File: config.mk
export PLATFORM = sky130hd
export DESIGN_NAME = ntsc_pixel_packer
export DESIGN_NICKNAME = d
export VERILOG_FILES = /design/src/rtl/ntsc_pack_pkg.sv /design/src/rtl/ntsc_word_fifo.sv /design/src/rtl/ntsc_pixel_packer.sv
export SDC_FILE = /design/constraint.sdc
export NUM_CORES = 1
export LEC_CHECK = 0
export CAP_MARGIN = 20
export CORE_MARGIN = 2
export CORE_UTILIZATION = 31
export DETAILED_ROUTE_END_ITERATION = 16
export SLEW_MARGIN = 20
export SYNTH_ARGS = -nofsm -noshare
export SYNTH_HDL_FRONTEND = slang
export SYNTH_HIERARCHICAL = 1
export SYNTH_SLANG_ARGS = --single-unit
File: constraint.sdc
create_clock -name clk -period 3.4 [get_ports clk]
set_clock_uncertainty 0.15 [all_clocks]
set_input_delay 1.02 -clock clk [delete_from_list [all_inputs] [get_ports clk]]
set_output_delay 1.02 -clock clk [all_outputs]
set_load 0.02 [all_outputs]
File: src/rtl/ntsc_pack_pkg.sv
// ntsc_pack_pkg: shared definitions for the NTSC pixel packer.
//   pack_state_e : one-hot packer FSM states
//   clog2        : ceiling log2, used to derive address/counter widths
package ntsc_pack_pkg;

  typedef enum logic [2:0] {
    WAIT_FRAME = 3'b001,
    ACTIVE     = 3'b010,
    DROP_LINE  = 3'b100
  } pack_state_e;

  function automatic int unsigned clog2(input int unsigned value);
    int unsigned result;
    int unsigned span;
    result = 0;
    span   = 1;
    while (span < value) begin
      span = span << 1;
      result++;
    end
    return result;
  endfunction

endpackage

File: src/rtl/ntsc_word_fifo.sv
// ntsc_word_fifo: synchronous FIFO of {addr,data} entries with registered storage.
//   clk, reset_n : clock, asynchronous active-low reset (clears storage too)
//   push, entry  : write request and entry; accepted when not full or popping
//   pop          : read request; ignored when empty
//   head         : oldest entry, stable until popped
//   full, empty  : occupancy flags
module ntsc_word_fifo
  import ntsc_pack_pkg::*;
#(
  parameter int unsigned WIDTH = 8,
  parameter int unsigned DEPTH = 4
) (
  input  logic             clk,
  input  logic             reset_n,
  input  logic             push,
  input  logic [WIDTH-1:0] entry,
  input  logic             pop,
  output logic [WIDTH-1:0] head,
  output logic             full,
  output logic             empty
);

  localparam int unsigned PTR_W = clog2(DEPTH);
  localparam int unsigned CNT_W = PTR_W + 1;

  logic [WIDTH-1:0] mem_q [DEPTH];
  logic [PTR_W-1:0] wr_ptr_q, rd_ptr_q;
  logic [CNT_W-1:0] count_q;
  logic             do_push, do_pop;

  assign full    = (count_q == CNT_W'(DEPTH));
  assign empty   = (count_q == '0);
  assign head    = mem_q[rd_ptr_q];
  assign do_pop  = pop & ~empty;
  // when full, the slot being written is the one popped in the same cycle
  assign do_push = push & (~full | pop);

  always_ff @(posedge clk or negedge reset_n) begin
    if (!reset_n) begin
      for (int unsigned i = 0; i < DEPTH; i++) mem_q[i] <= '0;
      wr_ptr_q <= '0;
      rd_ptr_q <= '0;
      count_q  <= '0;
    end else begin
      if (do_push) begin
        mem_q[wr_ptr_q] <= entry;
        wr_ptr_q        <= wr_ptr_q + PTR_W'(1);
      end
      if (do_pop) rd_ptr_q <= rd_ptr_q + PTR_W'(1);
      case ({do_push, do_pop})
        2'b10:   count_q <= count_q + CNT_W'(1);
        2'b01:   count_q <= count_q - CNT_W'(1);
        default: ;
      endcase
    end
  end

endmodule

File: src/rtl/ntsc_pixel_packer.sv
// ntsc_pixel_packer: tracks row/col/field of decoded NTSC video, packs
// PIX_PER_WORD pixels (first pixel in MSBs) into ZBT words and queues them
// with address {row, field, word_col} for the ZBT arbiter.
//   clk, reset_n           : clock, asynchronous active-low reset
//   frame_start, field     : field start pulse and parity sampled with it
//   line_start             : line start pulse (also samples dup_mode)
//   pix_valid, pix_data    : one pixel per clock at most
//   dup_mode               : replicate each pixel into all lanes
//   wr_valid/ready/addr/data : valid/ready write stream from the FIFO head
//   overflow               : sticky, a word was dropped since reset
// Optional macro NTSC_PACK_STATS_EN adds drop_count (saturating) and
// frame_count (wrapping) outputs.
module ntsc_pixel_packer
  import ntsc_pack_pkg::*;
#(
  parameter  int unsigned PIX_W        = 18,
  parameter  int unsigned PIX_PER_WORD = 2,
  parameter  int unsigned H_ACTIVE     = 1024,
  parameter  int unsigned V_ACTIVE     = 384,
  parameter  int unsigned ROW_W        = 9,
  parameter  int unsigned FIFO_DEPTH   = 4,
  localparam int unsigned WORD_W       = PIX_W * PIX_PER_WORD,
  localparam int unsigned WCOL_W       = clog2(H_ACTIVE / PIX_PER_WORD),
  localparam int unsigned ADDR_W       = ROW_W + 1 + WCOL_W
) (
  input  logic              clk,
  input  logic              reset_n,
  input  logic              frame_start,
  input  logic              line_start,
  input  logic              field,
  input  logic              pix_valid,
  input  logic [PIX_W-1:0]  pix_data,
  input  logic              dup_mode,
  output logic              wr_valid,
  input  logic              wr_ready,
  output logic [ADDR_W-1:0] wr_addr,
  output logic [WORD_W-1:0] wr_data,
  output logic              overflow
`ifdef NTSC_PACK_STATS_EN
  ,
  output logic [15:0]       drop_count,
  output logic [15:0]       frame_count
`endif
);

  localparam int unsigned LOG2P  = clog2(PIX_PER_WORD);
  localparam int unsigned LANE_W = (LOG2P == 0) ? 1 : LOG2P;
  localparam int unsigned COL_W  = clog2(H_ACTIVE + 1);
  localparam int unsigned RCNT_W = clog2(V_ACTIVE + 1);
  localparam logic [COL_W-1:0]  COL_LIM   = COL_W'(H_ACTIVE);
  localparam logic [RCNT_W-1:0] ROW_LIM   = RCNT_W'(V_ACTIVE);
  localparam logic [LANE_W-1:0] LANE_LAST = LANE_W'(PIX_PER_WORD - 1);

  pack_state_e       state_q, state_d;
  logic [RCNT_W-1:0] row_q, row_d;
  logic [COL_W-1:0]  col_q, col_d, pix_col;
  logic [LANE_W-1:0] lane_q, lane_d, pix_lane;
  logic              field_q, field_d;
  logic              first_line_q, first_line_d;
  logic              dup_q, dup_d;
  logic              overflow_q, overflow_d;
  logic [WORD_W-1:0] buf_q, buf_d, packed_word;

  logic              push, drop, pop, fifo_full, fifo_empty;
  logic [WCOL_W-1:0] push_col;
  logic [WORD_W-1:0] push_data;
  logic [ADDR_W-1:0] push_addr;

  assign wr_valid  = ~fifo_empty;
  assign pop       = wr_valid & wr_ready;
  assign overflow  = overflow_q;
  assign push_addr = {ROW_W'(row_d), field_d, push_col};

  always_comb begin
    state_d      = state_q;
    row_d        = row_q;
    col_d        = col_q;
    lane_d       = lane_q;
    field_d      = field_q;
    first_line_d = first_line_q;
    dup_d        = dup_q;
    buf_d        = buf_q;
    overflow_d   = overflow_q;
    packed_word  = '0;
    push         = 1'b0;
    push_col     = '0;
    push_data    = '0;
    drop         = 1'b0;

    if (frame_start) begin
      state_d = ACTIVE;
      row_d   = '0;
      col_d   = '0;
      lane_d  = '0;
      field_d = field;
      // a coincident line_start opens the first line, so it uses up the flag
      first_line_d = ~line_start;
      if (line_start) dup_d = dup_mode;
    end else if (state_q != WAIT_FRAME && line_start) begin
      state_d = ACTIVE;
      col_d   = '0;
      lane_d  = '0;
      dup_d   = dup_mode;
      if (first_line_q) first_line_d = 1'b0;
      else if (row_q < ROW_LIM) row_d = row_q + RCNT_W'(1);
    end

    // position of this cycle's pixel, after any start pulse took effect
    pix_col  = col_d;
    pix_lane = lane_d;

    if (state_d == ACTIVE && pix_valid && pix_col < COL_LIM) begin
      col_d = pix_col + COL_W'(1);
      if (row_d < ROW_LIM) begin
        packed_word = (buf_q << PIX_W) | WORD_W'(pix_data);
        if (dup_d) begin
          push      = 1'b1;
          push_data = {PIX_PER_WORD{pix_data}};
          push_col  = pix_col[WCOL_W-1:0];
        end else begin
          buf_d = packed_word;
          if (pix_lane == LANE_LAST) begin
            push      = 1'b1;
            push_data = packed_word;
            push_col  = WCOL_W'(pix_col >> LOG2P);
            lane_d    = '0;
          end else begin
            lane_d = pix_lane + LANE_W'(1);
          end
        end
      end
    end

    drop = push & fifo_full & ~pop;
    if (drop) begin
      overflow_d = 1'b1;
      state_d    = DROP_LINE;
    end
  end

  always_ff @(posedge clk or negedge reset_n) begin
    if (!reset_n) begin
      state_q      <= WAIT_FRAME;
      row_q        <= '0;
      col_q        <= '0;
      lane_q       <= '0;
      field_q      <= 1'b0;
      first_line_q <= 1'b0;
      dup_q        <= 1'b0;
      overflow_q   <= 1'b0;
      buf_q        <= '0;
    end else begin
      state_q      <= state_d;
      row_q        <= row_d;
      col_q        <= col_d;
      lane_q       <= lane_d;
      field_q      <= field_d;
      first_line_q <= first_line_d;
      dup_q        <= dup_d;
      overflow_q   <= overflow_d;
      buf_q        <= buf_d;
    end
  end

  ntsc_word_fifo #(
    .WIDTH (ADDR_W + WORD_W),
    .DEPTH (FIFO_DEPTH)
  ) u_fifo (
    .clk     (clk),
    .reset_n (reset_n),
    .push    (push & ~drop),
    .entry   ({push_addr, push_data}),
    .pop     (pop),
    .head    ({wr_addr, wr_data}),
    .full    (fifo_full),
    .empty   (fifo_empty)
  );

`ifdef NTSC_PACK_STATS_EN
  always_ff @(posedge clk or negedge reset_n) begin
    if (!reset_n) begin
      drop_count  <= '0;
      frame_count <= '0;
    end else begin
      if (drop && drop_count != '1) drop_count <= drop_count + 16'd1;
      if (frame_start) frame_count <= frame_count + 16'd1;
    end
  end
`endif

endmodule
## Word level (Yosys, flattened, before mapping)

Index checks and enable logic that the tools add are counted.

| word-level totals | value |
|---|---|
| logic and storage cells | 99 |
| register bits | 273 |
| output and inout bits | 57 |

| operators by class | value |
|---|---|
| equal/unequal tests | 5 |
| $lt $le $gt $ge | 6 |
| bitwise operators | 16 |
| add/sub/neg operators | 7 |
| reductions and logical operators | 8 |
| muxes and demuxes | 41 |

Operators by type and width:

| operator | number |
|---|---|
| bitwise mux 220 bit | 1 |
| 2-to-1 mux 55 bit | 3 |
| 2-to-1 mux 36 bit | 4 |
| binary-select mux 55 bit (select 2 bit) | 1 |
| demux 55 bit (select 2 bit) | 1 |
| 2-to-1 mux 9 bit | 8 |
| OR 36 x 18 -> 36 bit | 1 |
| 2-to-1 mux 11 bit | 3 |
| < comparator 9 bit, second input constant | 2 |
| 2-to-1 mux 1 bit | 16 |
| adder 11 x 1 -> 11 bit, second input constant | 1 |
| < comparator 11 bit, second input constant | 1 |
| adder 9 x 1 -> 9 bit, second input constant | 1 |
| 2-to-1 mux 3 bit | 3 |
| AND 1 bit | 6 |
| greater-or-equal comparator 3 bit, second input constant | 2 |
| inverter 1 bit | 6 |
| inverter 2 -> 3 bit | 2 |
| case mux 3 bit (2 select lines) | 1 |
| adder 2 x 1 -> 2 bit, second input constant | 2 |
| logical AND 1 bit | 4 |
| nonzero test 2 bit | 2 |
| adder 3 x 1 -> 3 bit, second input constant | 1 |
| == test 3 x 2 -> 1 bit, second input constant | 1 |
| 10 further kinds | 10 |

## Logic depth before layout (Yosys ltp)

Gate-level depths: netlist of the first run.

| depth | value |
|---|---|
| depth in word-level cells | 15 |
| mapped depth | 14 |

## Hierarchy

The synthesis of the first run kept the hierarchy.

Modules (own cells, without submodules):

| module | times used | area each (µm²) | cells an instance | sequential area each (µm²) |
|---|---|---|---|---|
| ntsc_word_fifo | 1 | 9,975.8 | 568 | 5,680.4 |
| ntsc_pixel_packer | 1 | 2,780.2 | 274 | 1,152.4 |

## Worst setup path after synthesis of the first run

OpenSTA, ideal clock, no wires.

| timing | value |
|---|---|
| kind | input -> register |
| start point | input port line_start |
| end point | register u_fifo.count_q[2] |
| data required time | 3,171 ps |
| setup time | 79 ps |
| slack | -332 ps |
| stages on the path | 14 |
| arrival | 3,503 ps |
| path through | buf_2 a21o_1 a211oi_4 nor2_8 nand3_1 buf_2 nor3b_1 nand2b_1 ha_1 inv_1 fa_1 xor2_1 nor2_1 xor2_1 |

| on the way | value |
|---|---|
| word-level cells in the longest chain between the ends | 14 |
| elaborated cells between the ends (all ways) | 30 |
| classes of those cells | 2 x order compare; 3 x eq/ne; 16 x mux; 5 x bitwise; 4 x reduce/logical |

RTL lines:

| what | RTL line | RTL |
|---|---|---|
| start, declared | ntsc_pixel_packer.sv:29 | `input logic line_start,` |
| parallel branches: the longest is 6 deep, another holds < comparator 9 bit | -- |  |
| 2-to-1 mux 1 bit * | ntsc_pixel_packer.sv:112 | `if (state_d == ACTIVE && pix_valid && pix_col < COL_LIM) begin` |
| AND 1 bit (2 in a row) | ntsc_pixel_packer.sv:134 | `drop = push & fifo_full & ~pop;` |
| inverter 1 bit | ntsc_pixel_packer.sv:171 | `.push (push & ~drop),` |
| AND 1 bit * | ntsc_pixel_packer.sv:171 |  |
| AND 1 bit * | ntsc_word_fifo.sv:36 | `assign do_push = push & (~full \| pop);` |
| == test 2 x 1 -> 1 bit or == test 2 bit (tied branches) | ntsc_word_fifo.sv:50 | `case ({do_push, do_pop})` |
| case mux 3 bit (2 select lines) or nonzero test 2 bit (tied branches) | -- |  |
| end signal, assigned | ntsc_word_fifo.sv:51 | `2'b10: count_q <= count_q + CNT_W'(1);` |
| end signal, assigned | ntsc_word_fifo.sv:52 | `2'b01: count_q <= count_q - CNT_W'(1);` |
| end, declared | ntsc_word_fifo.sv:28 | `logic [CNT_W-1:0] count_q;` |

Mark *: on every way between the ends.
A chain may end at the register's enable or synchronous reset.

## Worst setup path after layout of the first run

| timing | value |
|---|---|
| start point | register u_fifo.rd_ptr_q[0] |
| end point | output port wr_data[35] |

| on the way | value |
|---|---|
| word-level cells in the longest chain between the ends | 4 |

RTL lines:

| what | RTL line | RTL |
|---|---|---|
| start, declared | ntsc_word_fifo.sv:27 | `logic [PTR_W-1:0] wr_ptr_q, rd_ptr_q;` |
| start signal, assigned | ntsc_word_fifo.sv:49 | `if (do_pop) rd_ptr_q <= rd_ptr_q + PTR_W'(1);` |
| inverter 2 -> 3 bit (not written as such) | ntsc_word_fifo.sv:33 | `assign head = mem_q[rd_ptr_q];` |
| binary-select mux 55 bit (select 2 bit) | ntsc_word_fifo.sv:33 |  |
| 2-to-1 mux 55 bit (not written as such) (2 in a row) | ntsc_word_fifo.sv:33 |  |
| end, declared | ntsc_pixel_packer.sv:37 | `output logic [WORD_W-1:0] wr_data,` |

No other way between the ends. The select of a mux whose other input is x is not followed.

==> flow_summary.ini, run 1 <==
[clocking]
path_clk_slew_ns = 0.06
cts_buffers = 30
htreeDepth = 1
clock_sinks = 273
tritoncts = built
hold_buffers = 0
cts_buffer_depth = 3
clk_latency_ns = 0.56
clock-root-buffer = clkbuf_16

[sta]
fmax_ghz = 0.301
fin_crit_ns = 3.33
worstMarginPinSlew_ns = 0.570
finalSetupTns_ns = 0
drv_slew = 0
slew_headroom_pct = 62.0
rsz0062_at_grt = true
setup_viol = 0
fin_crit_sh_pct = 97.8
holdWs_ns = 0.237
finalHoldViolCount = 0

[placement]
hpwl_um = 19300
dp_cells = 1465
gp_congestion = 0.759
io_buffer_count = 82

[cells_and_area]
drive_above_1_share_pct = 45.0
stdcell_count = 1529
antennaDiodeCount = 0
synthToLayoutAreaGrowth_pct = 21.3
fin_nets = 1009

[die]
initial_core_util_pct = 31.3
row_count = 74
die_area_sq_um = 42800
coreArea_sq_um = 40700
die_y_um = 207
fp.dieW_um = 207
ios = 83

[route]
drtIter0Drc = 280
drtPass1Iterations = 4
viasPerCell = 4.87
postRouteAntennaNets = 0
drt-wirelength-per-cell_um = 19.2
drc = 0
vias = 7449
finalWirelength_um = 29300

[critical_path]
cp_cell_sequence = buf_12 -> mux4_2 -> dlygate4sd2_1
critPathRequiredTime_ns = 2.23
critPathArrivalTime_ns = 2.16
timing_worst_setup_path_type = flop to output pin
slowest_delay_ns = 0.57
ff2ff_setup_slack_ns = 0.31
startpoint_type = flop
crit_path_end_kind = output pin
cp_slowest_cell = mux4_2
worst-path-max-fanout = 13

[global_routing]
antenna_found_initial = 0
grt_max_degree = 68
grt_use_total_pct = 14.2
grt_pass1_vias = 8040
globalRoute.totalOverflow = 0
grt_pass1_wl_um = 47200

[synth]
synth_flop_cell = dfrtp_1
synth_edf_count = 0
yosysWarnings = 6
synth_nets = 877
syn_avg_cell_area_sq_um = 15.1
ys_seq_area_share_pct = 53.6
ys_types = 63
ys_ff_latch = 273
netlist_instances = 842
syn_area_sq_um = 12800
async_flop_share_pct = 100

[flow_run]
max_cap_violations = 0

[power_and_ir_drop]
p_leak_nw = 7.08
totalPowerFinal_mw = 11.4
ir_drop_mv = 0.481
power_density_nw_per_um2 = 739

[outcome]
status = complete, no violations

[worst_hold_path]
hold_path.class = input port to async pin
==> power breakdown <==
part | switching [mW] | internal [mW]
logic | 1.79 | 2.01
clock network | 1.32 | 1.82
registers | 0.430 | 4.06
total | 3.55 | 7.89
==> cell usage after synthesis (all sizes together) (2+ instances only) <==
master / number / share of area (%)
a211oi: 3 / 0.27
a21o: 2 / 0.12
a21oi: 12 / 0.50
a22oi: 20 / 1.2
and2: 21 / 1.0
and3: 2 / 0.098
buf: 24 / 1.3
clkbuf: 22 / 1.9
dfrtp: 272 / 53
ha: 8 / 0.78
inv: 11 / 0.34
mux2: 241 / 22
mux2i: 4 / 0.41
mux4: 55 / 9.7
nand2: 21 / 0.62
nand2b: 4 / 0.26
nand3: 6 / 0.24
nand4: 7 / 0.46
nor2: 46 / 1.6
nor3: 6 / 0.24
nor3b: 4 / 0.35
nor4: 3 / 0.20
nor4b: 5 / 0.44
o21a: 2 / 0.12
o21ai: 5 / 0.23
o31ai: 3 / 0.28
or3: 3 / 0.15
xnor2: 9 / 0.62
xor2: 7 / 0.48
==> state kept, by name (all words and copies together) (netlist names) <==
signal           flops
row_q                9
u_fifo/count_q       3
dup_q                1
u_fifo/wr_ptr_q      2
col_q               11
buf_q               18
field_q              1
state_q              3
u_fifo/rd_ptr_q      2
overflow             1
lane_q               1
first_line_q         1
u_fifo/mem_q       220
==> worst paths after layout <==
kind	startpoint	to	depth (start not counted)
worst max-delay path	u_fifo/rd_ptr_q[0]	wr_data[35]	3
worst min-delay path	reset_n	u_fifo/mem_q[66]	1
worst max register to register	state_q[0]	u_fifo/mem_q[105]	10
worst min register to register	buf_q[0]	buf_q[0]	1
max in group asynchronous	reset_n	u_fifo/mem_q[55]	2
min in group clk	buf_q[0]	buf_q[0]	1
==> area by class of cell <==
class / count / area (sq um)
inverters: 11 / 43.8
multi-input cells: 512 / 5540
repair buffers: 146 / 1420
well taps: 532 / 666
clock buffers: 48 / 908
clock inverters: 7 / 53.8
fillers: 3860 / 25300
flip-flops and latches: 273 / 6840
==> timing repair <==
item / in CTS / in global routing
resized for setup: 108 / 3
pin swaps: 0 / 1
cloned: 1 / 0
hold endpoints to repair: 0 / 0
setup buffers: 8 / 1
setup endpoints to repair: 55 / 12
==> critical path, delay by kind of cell, from the launching register on <==
family	cells	cell delay, ns
multiplexers	1	0.57
flip-flops	1	0.49
buffers and inverters	2	0.54
==> stage by stage <==
stage / worst slack [ns] / utilization [%] / cell area (sq um)
2_1_floorplan: -0.137 / - / 12800
3_3_place_gp: -0.400 / 35.7 / 14600
3_5_place_dp: -0.427 / 35.7 / 14600
4_1_cts: 0.00213 / 38.1 / 15500
5_1_grt: -0.0154 / 38.0 / 15500
6_report: 0.0732 / 38.0 / 15500
==> cell families (layout without fill, tap and decap cells) <==
family / Yosys count / after routing / share of synthesized area (%)
mux: 300 / 300 / 31.7
flops: 273 / 273 / 53.6
simple gates: 131 / 131 / 5.83
buf+inv: 57 / 212 / 3.53
compound gates: 56 / 56 / 3.34
xor+xnor: 16 / 16 / 1.10
fa+ha+maj: 9 / 9 / 0.942
==> cell usage in the layout, fill, tap and decap left out, drive strengths merged, types with 5 or more instances in the layout <==
cell type / synthesis / final
a21oi: 12 / 12
a22oi: 20 / 20
and2: 21 / 21
buf: 24 / 82
clkbuf: 22 / 48
clkdlybuf4s50: 0 / 26
clkinv: 0 / 7
dfrtp: 272 / 272
dlygate4sd2: 0 / 36
ha: 8 / 8
inv: 11 / 11
mux2: 241 / 241
mux4: 55 / 55
nand2: 21 / 21
nand3: 6 / 6
nand4: 7 / 7
nor2: 46 / 46
nor3: 6 / 6
nor4b: 5 / 5
o21ai: 5 / 5
xnor2: 9 / 9
xor2: 7 / 7
==> layer usage <==
layer	global-route usage, %	vias up	share of wire [%]
met5	0	-	0
met4	2.91	0	1.5
met3	2.12	35	3.7
met2	23.2	110	48
met1	20.1	3948	47
li1	-	3356	-
Note: power is estimated with default switching activity, not from simulation.
==> run 2: changes to the inputs <==
Settings changed: CORE_ASPECT_RATIO set to 0.8.
==> run 2 against run 1 <==
Routed wire length rose by 2.0%; sequential power barely moved; worst setup slack got worse by 0.043 ns; sequential cell count did not move; via count rose by 1.4%; count of clock-buffer cells in the layout fell by 2; worst hold slack improved by 0.058 ns; sequential share of layout area fell by 0.16 points; total power rose by 2.1%; first-iteration DRC count rose by 51%; largest cell class unchanged; largest power group unchanged; highest routed layer unchanged.
==> flow_summary.ini, run 2 (synthesized netlist as in run 1, its figures left out) <==
[die]
row_count = 66
ios = 83
fp.dieW_um = 231
initial_core_util_pct = 31.4
coreArea_sq_um = 40600
die_y_um = 185
die_area_sq_um = 42800

[cells_and_area]
fill_cells = 3818
final_cell_mix = dfrtp_1, mux2_2, mux4_2
antennaDiodeCount = 0
final_common_cell = dfrtp_1
largest_reg_flops = 220
largestRegisters = u_fifo/mem_q (220), buf_q (18), col_q (11)
top_register = u_fifo/mem_q
stdcell_count = 1545
fin_nets = 1016
drive_above_1_share_pct = 47.6
final_core_util_pct = 38.2
synthToLayoutAreaGrowth_pct = 21.7

[critical_path]
worst-path-max-fanout = 10
crit_path_end_kind = output pin
cp_slowest_cell = dfrtp_4
slowest_delay_ns = 0.53
crit_path_frequent_cell = buf_4
cp_cell_sequence = buf_4 -> buf_12 -> buf_4 -> mux4_2 -> buf_6
timing_worst_setup_path_type = flop to output pin
startpoint_type = flop
critPathArrivalTime_ns = 2.20
critPathRequiredTime_ns = 2.23

[placement]
dp_cells = 1478
pre_cts_ws_ns = -0.348
gp_congestion = 0.760
hpwl_um = 19600
io_buffer_count = 82

[power_and_ir_drop]
p_leak_nw = 7.01
p_seq_share_pct = 38.4
totalPowerFinal_mw = 11.7
ir_drop_mv = 0.386
netSwitchingFraction_pct = 30.5
internal_power_mw = 8.11
switchingPower_mw = 3.56
p_comb_share_pct = 33.7
p_clk_share_pct = 27.8
power_density_nw_per_um2 = 752

[route]
viasPerCell = 4.89
drtPass1Iterations = 4
finalWirelength_um = 29900
postRouteAntennaNets = 0
drt-wirelength-per-cell_um = 19.3
drtIter0Drc = 423
drc = 0
vias = 7554

[clocking]
cts_buffer_depth = 3
clk_latency_ns = 0.54
htreeDepth = 1
hold_buffers = 0
clock_sinks = 273
clock-root-buffer = clkbuf_16
cts_buffers = 31
path_clk_slew_ns = 0.06
tritoncts = built

[sta]
rsz0062_at_grt = true
drv_slew = 0
holdWs_ns = 0.294
slew_headroom_pct = 59.5
setup_viol = 0
finalHoldViolCount = 0
worstMarginPinSlew_ns = 0.603
fin_crit_sh_pct = 99.1
fmax_ghz = 0.297
setup_ws_ns = 0.0297
fin_crit_ns = 3.37

[outcome]
status = complete, no violations

[global_routing]
grt_max_degree = 77
grt_use_total_pct = 14.2
antenna_found_initial = 0
grt_pass1_wl_um = 47400
globalRoute.totalOverflow = 0
grt_pass1_vias = 7937

[flow_run]
max_cap_violations = 0

[worst_hold_path]
hold_path.class = input port to async pin
-- run 2: cell count changes in the layout (fill, tap and decap cells not counted), sizes merged --
cell and change:
bufinv +2, clkdlybuf4s15 +13, buf +3, clkinv -4, clkbuf +18, dlygate4sd2 -30, clkinvlp +2
-- run 2: layout make-up --
| class | instances | area (sq um) | share of cell area, % |
|---|---|---|---|
| Clock inverter | 7 | 90.1 | 0.580 |
| Sequential cell | 273 | 6840 | 44.1 |
| Timing Repair Buffer | 152 | 1430 | 9.18 |
| Clock buffer | 46 | 902 | 5.81 |
| Tap cell | 544 | 681 | 4.38 |
| Inverter | 11 | 43.8 | 0.282 |
| Multi-Input combinational cell | 512 | 5540 | 35.7 |
-- run 2: power groups by stage --
| stage | sequential (mW) | combinational, mW | clock (mW) |
|---|---|---|---|
| final | 4.49 | 3.94 | 3.25 |
| after global routing | 4.59 | 4.23 | 3.47 |
| after CTS | 4.50 | 3.94 | 3.33 |
| after detailed placement | 4.57 | 4.01 | 0 |
| after global placement | 4.54 | 3.96 | 0 |
| after floorplan | 4.38 | 2.66 | 0 |
-- run 2: timing repair --
action                     CTS  global route
cloned                       0             0
buffers inserted             7             7
setup endpoints to repair   55            26
pin swaps                    0             1
resized for setup          109            66
-- run 2: final timing paths --
path,start,to,slack [ns],depth (start not counted)
worst max register to register,state_q[0],u_fifo/mem_q[59],0.35,10
min in group clk,buf_q[2],buf_q[2],0.34,1
worst min register to register,buf_q[2],buf_q[2],0.34,1
worst min-delay path,reset_n,u_fifo/mem_q[153],0.29,1
max in group asynchronous,reset_n,state_q[0],1.93,2
worst max-delay path,u_fifo/rd_ptr_q[0],wr_data[6],0.03,5
-- run 2: per-stage QoR --
step / setup TNS [ns] / cell area [sq um]
5_1_grt: -0.145 / 15500
3_3_place_gp: -64.28 / 14500
4_1_cts: -0.183 / 15500
6_report: 0 / 15500
2_1_floorplan: -0.165 / 12800
3_5_place_dp: -68.58 / 14500
-- run 2: worst max-delay path, delay by kind of cell, from the launching register on --
family	cells	cell delay, ns
buffers and inverters	4	0.63
DFF	1	0.53
muxes	1	0.49
-- run 2: metal layers --
layer  wire length (um)  global-route usage [%]  vias to the layer above
li1                   -                       -                     3381
met1              14600                    20.5                     4025
met2              13600                    22.4                      110
met3               1040                    2.23                       38
met4                551                    3.12                        0
met5                  0                       0                        -
